[config.mk]
export PLATFORM = sky130hd
export DESIGN_NAME = multi_cycle_cu
export DESIGN_NICKNAME = d
export VERILOG_FILES = /design/src/rtl/cu_pkg.sv /design/src/rtl/cu_opclass.sv /design/src/rtl/multi_cycle_cu.sv
export SDC_FILE = /design/constraint.sdc
export NUM_CORES = 1
export LEC_CHECK = 0
export CAP_MARGIN = 15
export CORE_MARGIN = 8
export CORE_UTILIZATION = 48
export DETAILED_ROUTE_END_ITERATION = 10
export GPL_ROUTABILITY_DRIVEN = 1
export PLACE_DENSITY = 0.9
export SYNTH_ARGS = -nofsm -noshare
export SYNTH_HDL_FRONTEND = slang
export SYNTH_HIERARCHICAL = 1
export SYNTH_SLANG_ARGS = --single-unit
[constraint.sdc]
create_clock -name clk -period 3.8 [get_ports clk]
set_clock_uncertainty 0.15 [all_clocks]
set_input_delay 0.38 -clock clk [delete_from_list [all_inputs] [get_ports clk]]
set_output_delay 0.38 -clock clk [all_outputs]
set_load 0.005 [all_outputs]
[src/rtl/cu_pkg.sv]
// Shared encodings for the multi-cycle control sequencer: opcodes, FSM states,
// ALU operation and PC source selects, and the decoded opcode class.
package cu_pkg;

    localparam logic [3:0] OP_R0  = 4'b0000;
    localparam logic [3:0] OP_R1  = 4'b0001;
    localparam logic [3:0] OP_R2  = 4'b0010;
    localparam logic [3:0] OP_J   = 4'b1000;
    localparam logic [3:0] OP_I0  = 4'b1001;
    localparam logic [3:0] OP_I1  = 4'b1010;
    localparam logic [3:0] OP_I2  = 4'b1011;
    localparam logic [3:0] OP_LW  = 4'b1100;
    localparam logic [3:0] OP_SW  = 4'b1101;
    localparam logic [3:0] OP_BEQ = 4'b1111;

    typedef enum logic [2:0] {
        S_FETCH  = 3'd0,
        S_DECODE = 3'd1,
        S_EXEC   = 3'd2,
        S_MEM    = 3'd3,
        S_WB     = 3'd4
    } state_t;

    localparam logic [1:0] ALU_ADD    = 2'b00;
    localparam logic [1:0] ALU_SUB    = 2'b01;
    localparam logic [1:0] ALU_RFUNCT = 2'b10;
    localparam logic [1:0] ALU_IFUNCT = 2'b11;

    localparam logic [1:0] PC_PLUS2  = 2'b00;
    localparam logic [1:0] PC_BRANCH = 2'b01;
    localparam logic [1:0] PC_JUMP   = 2'b10;

    typedef struct packed {
        logic rtype;
        logic ialu;
        logic lw;
        logic sw;
        logic beq;
        logic j;
        logic illegal;
    } op_class_t;

endpackage

[src/rtl/cu_opclass.sv]
// Combinational opcode classifier: maps a 4-bit opcode to a one-hot class.
import cu_pkg::*;

module cu_opclass (
    input  logic [3:0] opcode,
    output op_class_t  cls
);

    always_comb begin
        cls = '0;
        case (opcode)
            OP_R0, OP_R1, OP_R2: cls.rtype   = 1'b1;
            OP_I0, OP_I1, OP_I2: cls.ialu    = 1'b1;
            OP_LW:               cls.lw      = 1'b1;
            OP_SW:               cls.sw      = 1'b1;
            OP_BEQ:              cls.beq     = 1'b1;
            OP_J:                cls.j       = 1'b1;
            default:             cls.illegal = 1'b1;
        endcase
    end

endmodule

[src/rtl/multi_cycle_cu.sv]
// Multi-cycle control sequencer: steps each instruction through FETCH, DECODE,
// EXEC, MEM and WB, sharing one memory port and the ALU across cycles.
import cu_pkg::*;

module multi_cycle_cu #(
    parameter int MEM_TIMEOUT = 16,
    parameter int CNT_W       = 5
) (
    input  logic       clk,
    input  logic       rst,
    input  logic [3:0] opcode,
    input  logic       zero,
    input  logic       mem_ready,
    output logic       pc_write,
    output logic [1:0] pc_src,
    output logic       ir_write,
    output logic       ior_d,
    output logic       mem_read,
    output logic       mem_write,
    output logic       reg_dst,
    output logic       mem_to_reg,
    output logic       reg_write,
    output logic       alu_src,
    output logic [1:0] alu_op,
    output logic       illegal_op,
    output logic       mem_fault,
    output logic [2:0] state
);

    state_t             state_q;
    logic [CNT_W-1:0]   wait_cnt;
    logic [3:0]         opcode_q;
    logic [3:0]         op_sel;
    op_class_t          cls;
    logic               timeout;

    // The IR is only freshly loaded during DECODE, so classify the live opcode
    // there and the latched copy in every later state.
    assign op_sel = (state_q == S_DECODE) ? opcode : opcode_q;

    cu_opclass u_opclass (
        .opcode (op_sel),
        .cls    (cls)
    );

    // A MemReady arriving on the last allowed cycle completes the access normally.
    assign timeout = ((state_q == S_FETCH) || (state_q == S_MEM)) && !mem_ready &&
                     (wait_cnt == CNT_W'(MEM_TIMEOUT - 1));

    assign state = state_q;

    always_ff @(posedge clk or posedge rst) begin
        if (rst) begin
            state_q  <= S_FETCH;
            wait_cnt <= '0;
            opcode_q <= '0;
        end else begin
            case (state_q)
                S_FETCH: begin
                    if (mem_ready) begin
                        state_q  <= S_DECODE;
                        wait_cnt <= '0;
                    end else if (timeout) begin
                        state_q  <= S_FETCH;
                        wait_cnt <= '0;
                    end else begin
                        wait_cnt <= wait_cnt + CNT_W'(1);
                    end
                end
                S_DECODE: begin
                    opcode_q <= opcode;
                    wait_cnt <= '0;
                    state_q  <= cls.illegal ? S_FETCH : S_EXEC;
                end
                S_EXEC: begin
                    wait_cnt <= '0;
                    if (cls.rtype || cls.ialu)
                        state_q <= S_WB;
                    else if (cls.lw || cls.sw)
                        state_q <= S_MEM;
                    else
                        state_q <= S_FETCH;
                end
                S_MEM: begin
                    if (mem_ready) begin
                        state_q  <= cls.lw ? S_WB : S_FETCH;
                        wait_cnt <= '0;
                    end else if (timeout) begin
                        state_q  <= S_FETCH;
                        wait_cnt <= '0;
                    end else begin
                        wait_cnt <= wait_cnt + CNT_W'(1);
                    end
                end
                S_WB: begin
                    wait_cnt <= '0;
                    state_q  <= S_FETCH;
                end
                default: begin
                    wait_cnt <= '0;
                    state_q  <= S_FETCH;
                end
            endcase
        end
    end

    // Outputs are decoded from the state because IRWrite, PCWrite and MemFault
    // must react to MemReady and Zero within the same cycle; reset masks them all.
    always_comb begin
        pc_write   = 1'b0;
        pc_src     = PC_PLUS2;
        ir_write   = 1'b0;
        ior_d      = 1'b0;
        mem_read   = 1'b0;
        mem_write  = 1'b0;
        reg_dst    = 1'b0;
        mem_to_reg = 1'b0;
        reg_write  = 1'b0;
        alu_src    = 1'b0;
        alu_op     = ALU_ADD;
        illegal_op = 1'b0;
        mem_fault  = 1'b0;
        if (!rst) begin
            case (state_q)
                S_FETCH: begin
                    mem_read = 1'b1;
                    if (mem_ready) begin
                        ir_write = 1'b1;
                        pc_write = 1'b1;
                    end else begin
                        mem_fault = timeout;
                    end
                end
                S_DECODE: begin
                    illegal_op = cls.illegal;
                end
                S_EXEC: begin
                    if (cls.rtype) begin
                        alu_op = ALU_RFUNCT;
                    end else if (cls.ialu) begin
                        alu_op  = ALU_IFUNCT;
                        alu_src = 1'b1;
                    end else if (cls.lw || cls.sw) begin
                        alu_src = 1'b1;
                    end else if (cls.beq) begin
                        alu_op   = ALU_SUB;
                        pc_write = zero;
                        pc_src   = PC_BRANCH;
                    end else if (cls.j) begin
                        pc_write = 1'b1;
                        pc_src   = PC_JUMP;
                    end
                end
                S_MEM: begin
                    ior_d     = 1'b1;
                    mem_read  = cls.lw;
                    mem_write = cls.sw && !cls.lw;
                    mem_fault = timeout;
                end
                S_WB: begin
                    reg_write  = 1'b1;
                    reg_dst    = cls.rtype;
                    mem_to_reg = cls.lw;
                end
                default: begin
                    pc_write = 1'b0;
                end
            endcase
        end
    end

endmodule

**Word level (Yosys, flattened, before mapping)**

Cells that the tools add are included.

- Bits in registers: 12
- Latch bits: 0
- Memory bits (writable): 0
- ROM bits: 0
- Bits of input ports: 8
- Output and inout bits: 18
- Logic and storage cells: 96
- Memories kept: 0

- Add/sub/neg operators: 1
- Multiply operators: 0
- Divide/modulo/power cells: 0
- Magnitude comparators: 0
- Eq/ne operators: 14
- Shift-type cells: 0
- Muxes and demuxes: 64
- Bitwise operators: 0
- Reductions and logical operators: 14

Operator list:

| cell | number |
|---|---|
| $mux W1 | 38 |
| $eq A4 B4 Y1 const B | 7 |
| $mux W2 | 13 |
| $mux W3 | 5 |
| $mux W5 | 3 |
| $pmux W3 S4 | 1 |
| $reduce_or A10 Y1 | 1 |
| $eq A3 B2 Y1 const B | 2 |
| $pmux W1 S2 | 3 |
| $reduce_or A3 Y1 | 2 |
| $add A5 B1 Y5 const B | 1 |
| $eq A5 B4 Y1 const B | 1 |
| $eq A4 B1 Y1 const B | 1 |
| $eq A4 B2 Y1 const B | 1 |
| $logic_not A4 Y1 | 1 |
| $mux W4 | 1 |
| $eq A3 B1 Y1 const B | 1 |
| $eq A3 B3 Y1 const B | 1 |
| $logic_and A1 B1 Y1 | 3 |
| $logic_not A3 Y1 | 1 |
| $logic_or A1 B1 Y1 | 3 |
| $logic_not A1 Y1 | 2 |
| $reduce_or A2 Y1 | 1 |

**Logic depth before layout (Yosys ltp)**

- Depth in word-level cells: 11
- Gate-level depth with buffers: 7
- Gate-level depth less buffers: 7

**Cells and area by module**

The synthesis kept the hierarchy.

Modules (own cells, without submodules):

| module | times used | cells each | area an instance (µm²) | sequential area each (µm²) |
|---|---|---|---|---|
| multi_cycle_cu | 1 | 72 | 716.9 | 300.3 |
| cu_opclass | 1 | 14 | 73.8 | 0.0 |

**Least setup slack after synthesis**

Ideal clock, no wire load.

- Path type: reg-to-reg
- From: register state_q[0] (netlist: state[0])
- To: register state_q[0] (netlist: state[0])
- Setup time: 82 ps
- Data arrival time: 2360 ps
- Path slack: 1208 ps
- Cell stages (with the launch flop): 7
- Period minus slack after synthesis: 2592 ps
- Cells stage by stage: dfrtp_1 nor3b_4 mux2_2 nor3_1 nor2_1 or4_1 a31oi_1

RTL lines:

| what | line | source |
|---|---|---|
| from (decl) | multi_cycle_cu.sv:30 | `state_t state_q;` |
| from (signal assigned) | multi_cycle_cu.sv:73 | `state_q <= cls.illegal ? S_FETCH : S_EXEC;` |
| from (signal assigned) | multi_cycle_cu.sv:86 | `state_q <= cls.lw ? S_WB : S_FETCH;` |

==> results.py <==
metrics = {
    "status": {
        "run_status": "completed",
    },
    "clock_tree": {
        "numCtsBuffers": 3,
        "hold_buffers": 0,
        "clk_pin_slew_ns": 0.08,
        "clk-insertion-delay-late_ns": 0.27,
        "cts_resized": 0,
        "clock-root-buffer": "clkbuf_4",
        "h-tree-depth": 1,
        "clkSinkCount": 12,
        "cts_tree": "done",
        "cts_max_path_buffers": 2,
        "cts_setup_buffers": 0,
    },
    "synth": {
        "yosysSeqAreaShare": 0.380,
        "synth_async_sr_flop_share": 1.00,
        "yosysWarningCount": 6,
        "syn_inst": 86,
        "synthesis.nets": 95,
        "yosys.area.top_type": "dfrtp_1",
        "synth_ff_type": "dfrtp_1",
        "synth.cells.most_frequent": "dfrtp_1, nor2_1, nor3_1",
        "synth-edff-count": 0,
        "synth_top_area_share": 0.380,
        "synth_area_leaders": "dfrtp_1, mux2_2, nor2_1",
        "synth.cell_area_um2": 791,
        "syn_area_per_cell_um2": 9.19,
        "ys_types": 38,
        "synth-seq-cells": 12,
    },
    "power": {
        "p_int_w": 0.000414,
        "clockPowerShare": 0.142,
        "combPwrFrac": 0.555,
        "worst_ir_drop_vdd_v": 0.000405,
        "swShare": 0.418,
        "powerDensity_nw_per_um2": 644,
        "power_switching_w": 0.000298,
        "seqPwrFrac": 0.303,
        "p_total_w": 0.000712,
        "leakagePower_nw": 0.443,
    },
    "die": {
        "ioPinCount": 26,
        "design.die.area_um2": 3200,
        "die_height_um": 56.6,
        "die_x_um": 56.6,
        "start_util": 0.519,
        "core.rowCount": 14,
        "fp.coreArea_um2": 1520,
    },
    "global_route": {
        "grt_pass1_vias": 770,
        "met3_usage": 0.0382,
        "antenna_found_initial": 0,
        "grt_usage": 0.131,
        "gr-usage-met1": 0.164,
        "met2_usage": 0.207,
        "grt_max_degree": 15,
        "grt_pass1_wl_um": 3500,
        "overflow": 0,
        "busiest_layer": "met2",
    },
    "route": {
        "drt_iter0_markers": 26,
        "via_count": 776,
        "wl_per_cell_um": 15.9,
        "drcViolationCount": 0,
        "routed_via_density": 5.92,
        "ant_nets": 0,
        "dr.pass1.iters": 4,
        "drt-total-wl_um": 2080,
    },
    "setup_path": {
        "crit_arrival_ns": 2.96,
        "max_stage_delay_ns": 0.55,
        "critPathSlowestCell": "dfrtp_1",
        "worstPathRequired_ns": 3.27,
        "worstSetupPathType": "flop to output port",
        "crit_path_cell_trace": "nor3b_4 > mux2_2 > a211oi_1 > nand2b_1 > and4bb_2 > clkdlybuf4s50_1",
        "endpoint_kind": "output port",
        "worstPathMaxFanout": 13,
        "cp-start-kind": "flop",
    },
    "sta": {
        "finalSetupViolCount": 0,
        "tightestPinTransition_ns": 0.465,
        "rsz0062_at_grt": "false",
        "drv_slew": 0,
        "fmax_mhz": 287,
        "maxSlewHeadroom": 0.690,
        "timing.final.ws_setup_ns": 0.310,
        "setup_tns_ns": 0,
        "fin_crit_sh": 0.918,
        "post-route-min-period_ns": 3.49,
        "hold_viol": 0,
    },
    "job": {
        "drv_cap": 0,
    },
    "final_layout": {
        "seq_area_um2": 300,
        "area_growth_pct": 39.7,
        "multi_input_comb_area_um2": 479,
        "layout-drive-gt1-share": 0.139,
        "fin_area_um2": 1100,
        "num-fill-cells": 118,
        "diodes": 0,
        "final_util": 0.725,
        "final_nets": 125,
    },
    "place": {
        "hpwl_um": 1610,
        "dpl_cell_area_um2": 1060,
        "dpl_worst_slack_ns": 0.422,
        "place.port_buffers": 25,
        "place_congestion": 0.900,
    },
    "hold_path": {
        "hold_class": "flop to flop",
    },
}
-- layer usage --
| layer | share of wire | wire [µm] | vias up |
|---|---|---|---|
| li1 | - | - | 372 |
| met4 | 0.0067 | 14 | 0 |
| met5 | 0 | 0 | - |
| met2 | 0.48 | 995 | 27 |
| met3 | 0.064 | 134 | 2 |
| met1 | 0.45 | 934 | 375 |
-- cell usage in the layout, fill, tap and decap left out, types with 2 or more instances in the layout --
cell type and count:
a21oi_1 2, and2_1 2, and3_1 2, clkbuf_4 3, clkdlybuf4s50_1 25, dfrtp_1 12
inv_1 3, mux2_2 5, nand2_1 6, nand2b_1 4, nand3_1 3, nor2_1 12
nor3_1 7
-- power groups by stage --
stage                     clock [W]  sequential (W)  combinational, W
after floorplan                   0        0.000203          0.000275
after global placement            0        0.000212          0.000379
after detailed placement          0        0.000218          0.000387
after CTS                  0.000104        0.000215          0.000389
after global routing       0.000109        0.000222          0.000437
final                      0.000101        0.000216          0.000395
-- registers in the layout, summed over array words and instances, names as in the netlist --
name / cells
wait_cnt: 5
state: 3
opcode_q: 4
-- cells by family (layout without fill, tap and decap cells) --
logic type                 count (synthesis)  after routing  synth area share
AOI/OAI and AO/OA                          9              9            0.0744
xor gates and xnor gates                   2              2            0.0222
adders and majority gates                  1              1            0.0158
buffers and inverters                      4             33            0.0206
DFF                                       12             12             0.380
muxes                                      5              5            0.0712
and+or+nand+nor                           53             53             0.416
-- area by class of cell --
class                           count  share of cell area
Timing Repair Buffer               26               0.233
Multi-Input combinational cell     70               0.434
Tap cell                           16              0.0181
Clock buffer                        4              0.0328
Inverter                            3              0.0102
Sequential cell                    12               0.272
-- path summary, 6_finish.rpt --
check	startpoint	end	slack, ns	depth (start not counted)
max	state[2]	pc_src[1]	0.31	6
min	wait_cnt[0]	wait_cnt[0]	0.33	1
max reg2reg	state[2]	state[0]	0.86	6
min reg2reg	wait_cnt[0]	wait_cnt[0]	0.33	1
max in group asynchronous	rst	wait_cnt[3]	2.84	3
min in group asynchronous	rst	state[2]	0.49	3
-- critical path: cells and delay by family, from the launching register on --
family | cells | cell delay (ns)
AND/OR/NAND/NOR | 3 | 0.81
flip-flops | 1 | 0.55
multiplexers | 1 | 0.45
AO/OA/AOI/OAI | 1 | 0.43
buffers and inverters | 1 | 0.45
-- through the flow --
| stage | instances | hold WS (ns) |
|---|---|---|
| 6_report | 131 | 0.331 |
| 5_1_grt | 131 | 0.355 |
| 4_1_cts | 131 | 0.337 |
| 3_5_place_dp | 127 | 0.315 |
| 3_3_place_gp | 127 | 0.314 |
| 2_1_floorplan | 86 | 0.105 |
Power figures use the tool's default switching activity.
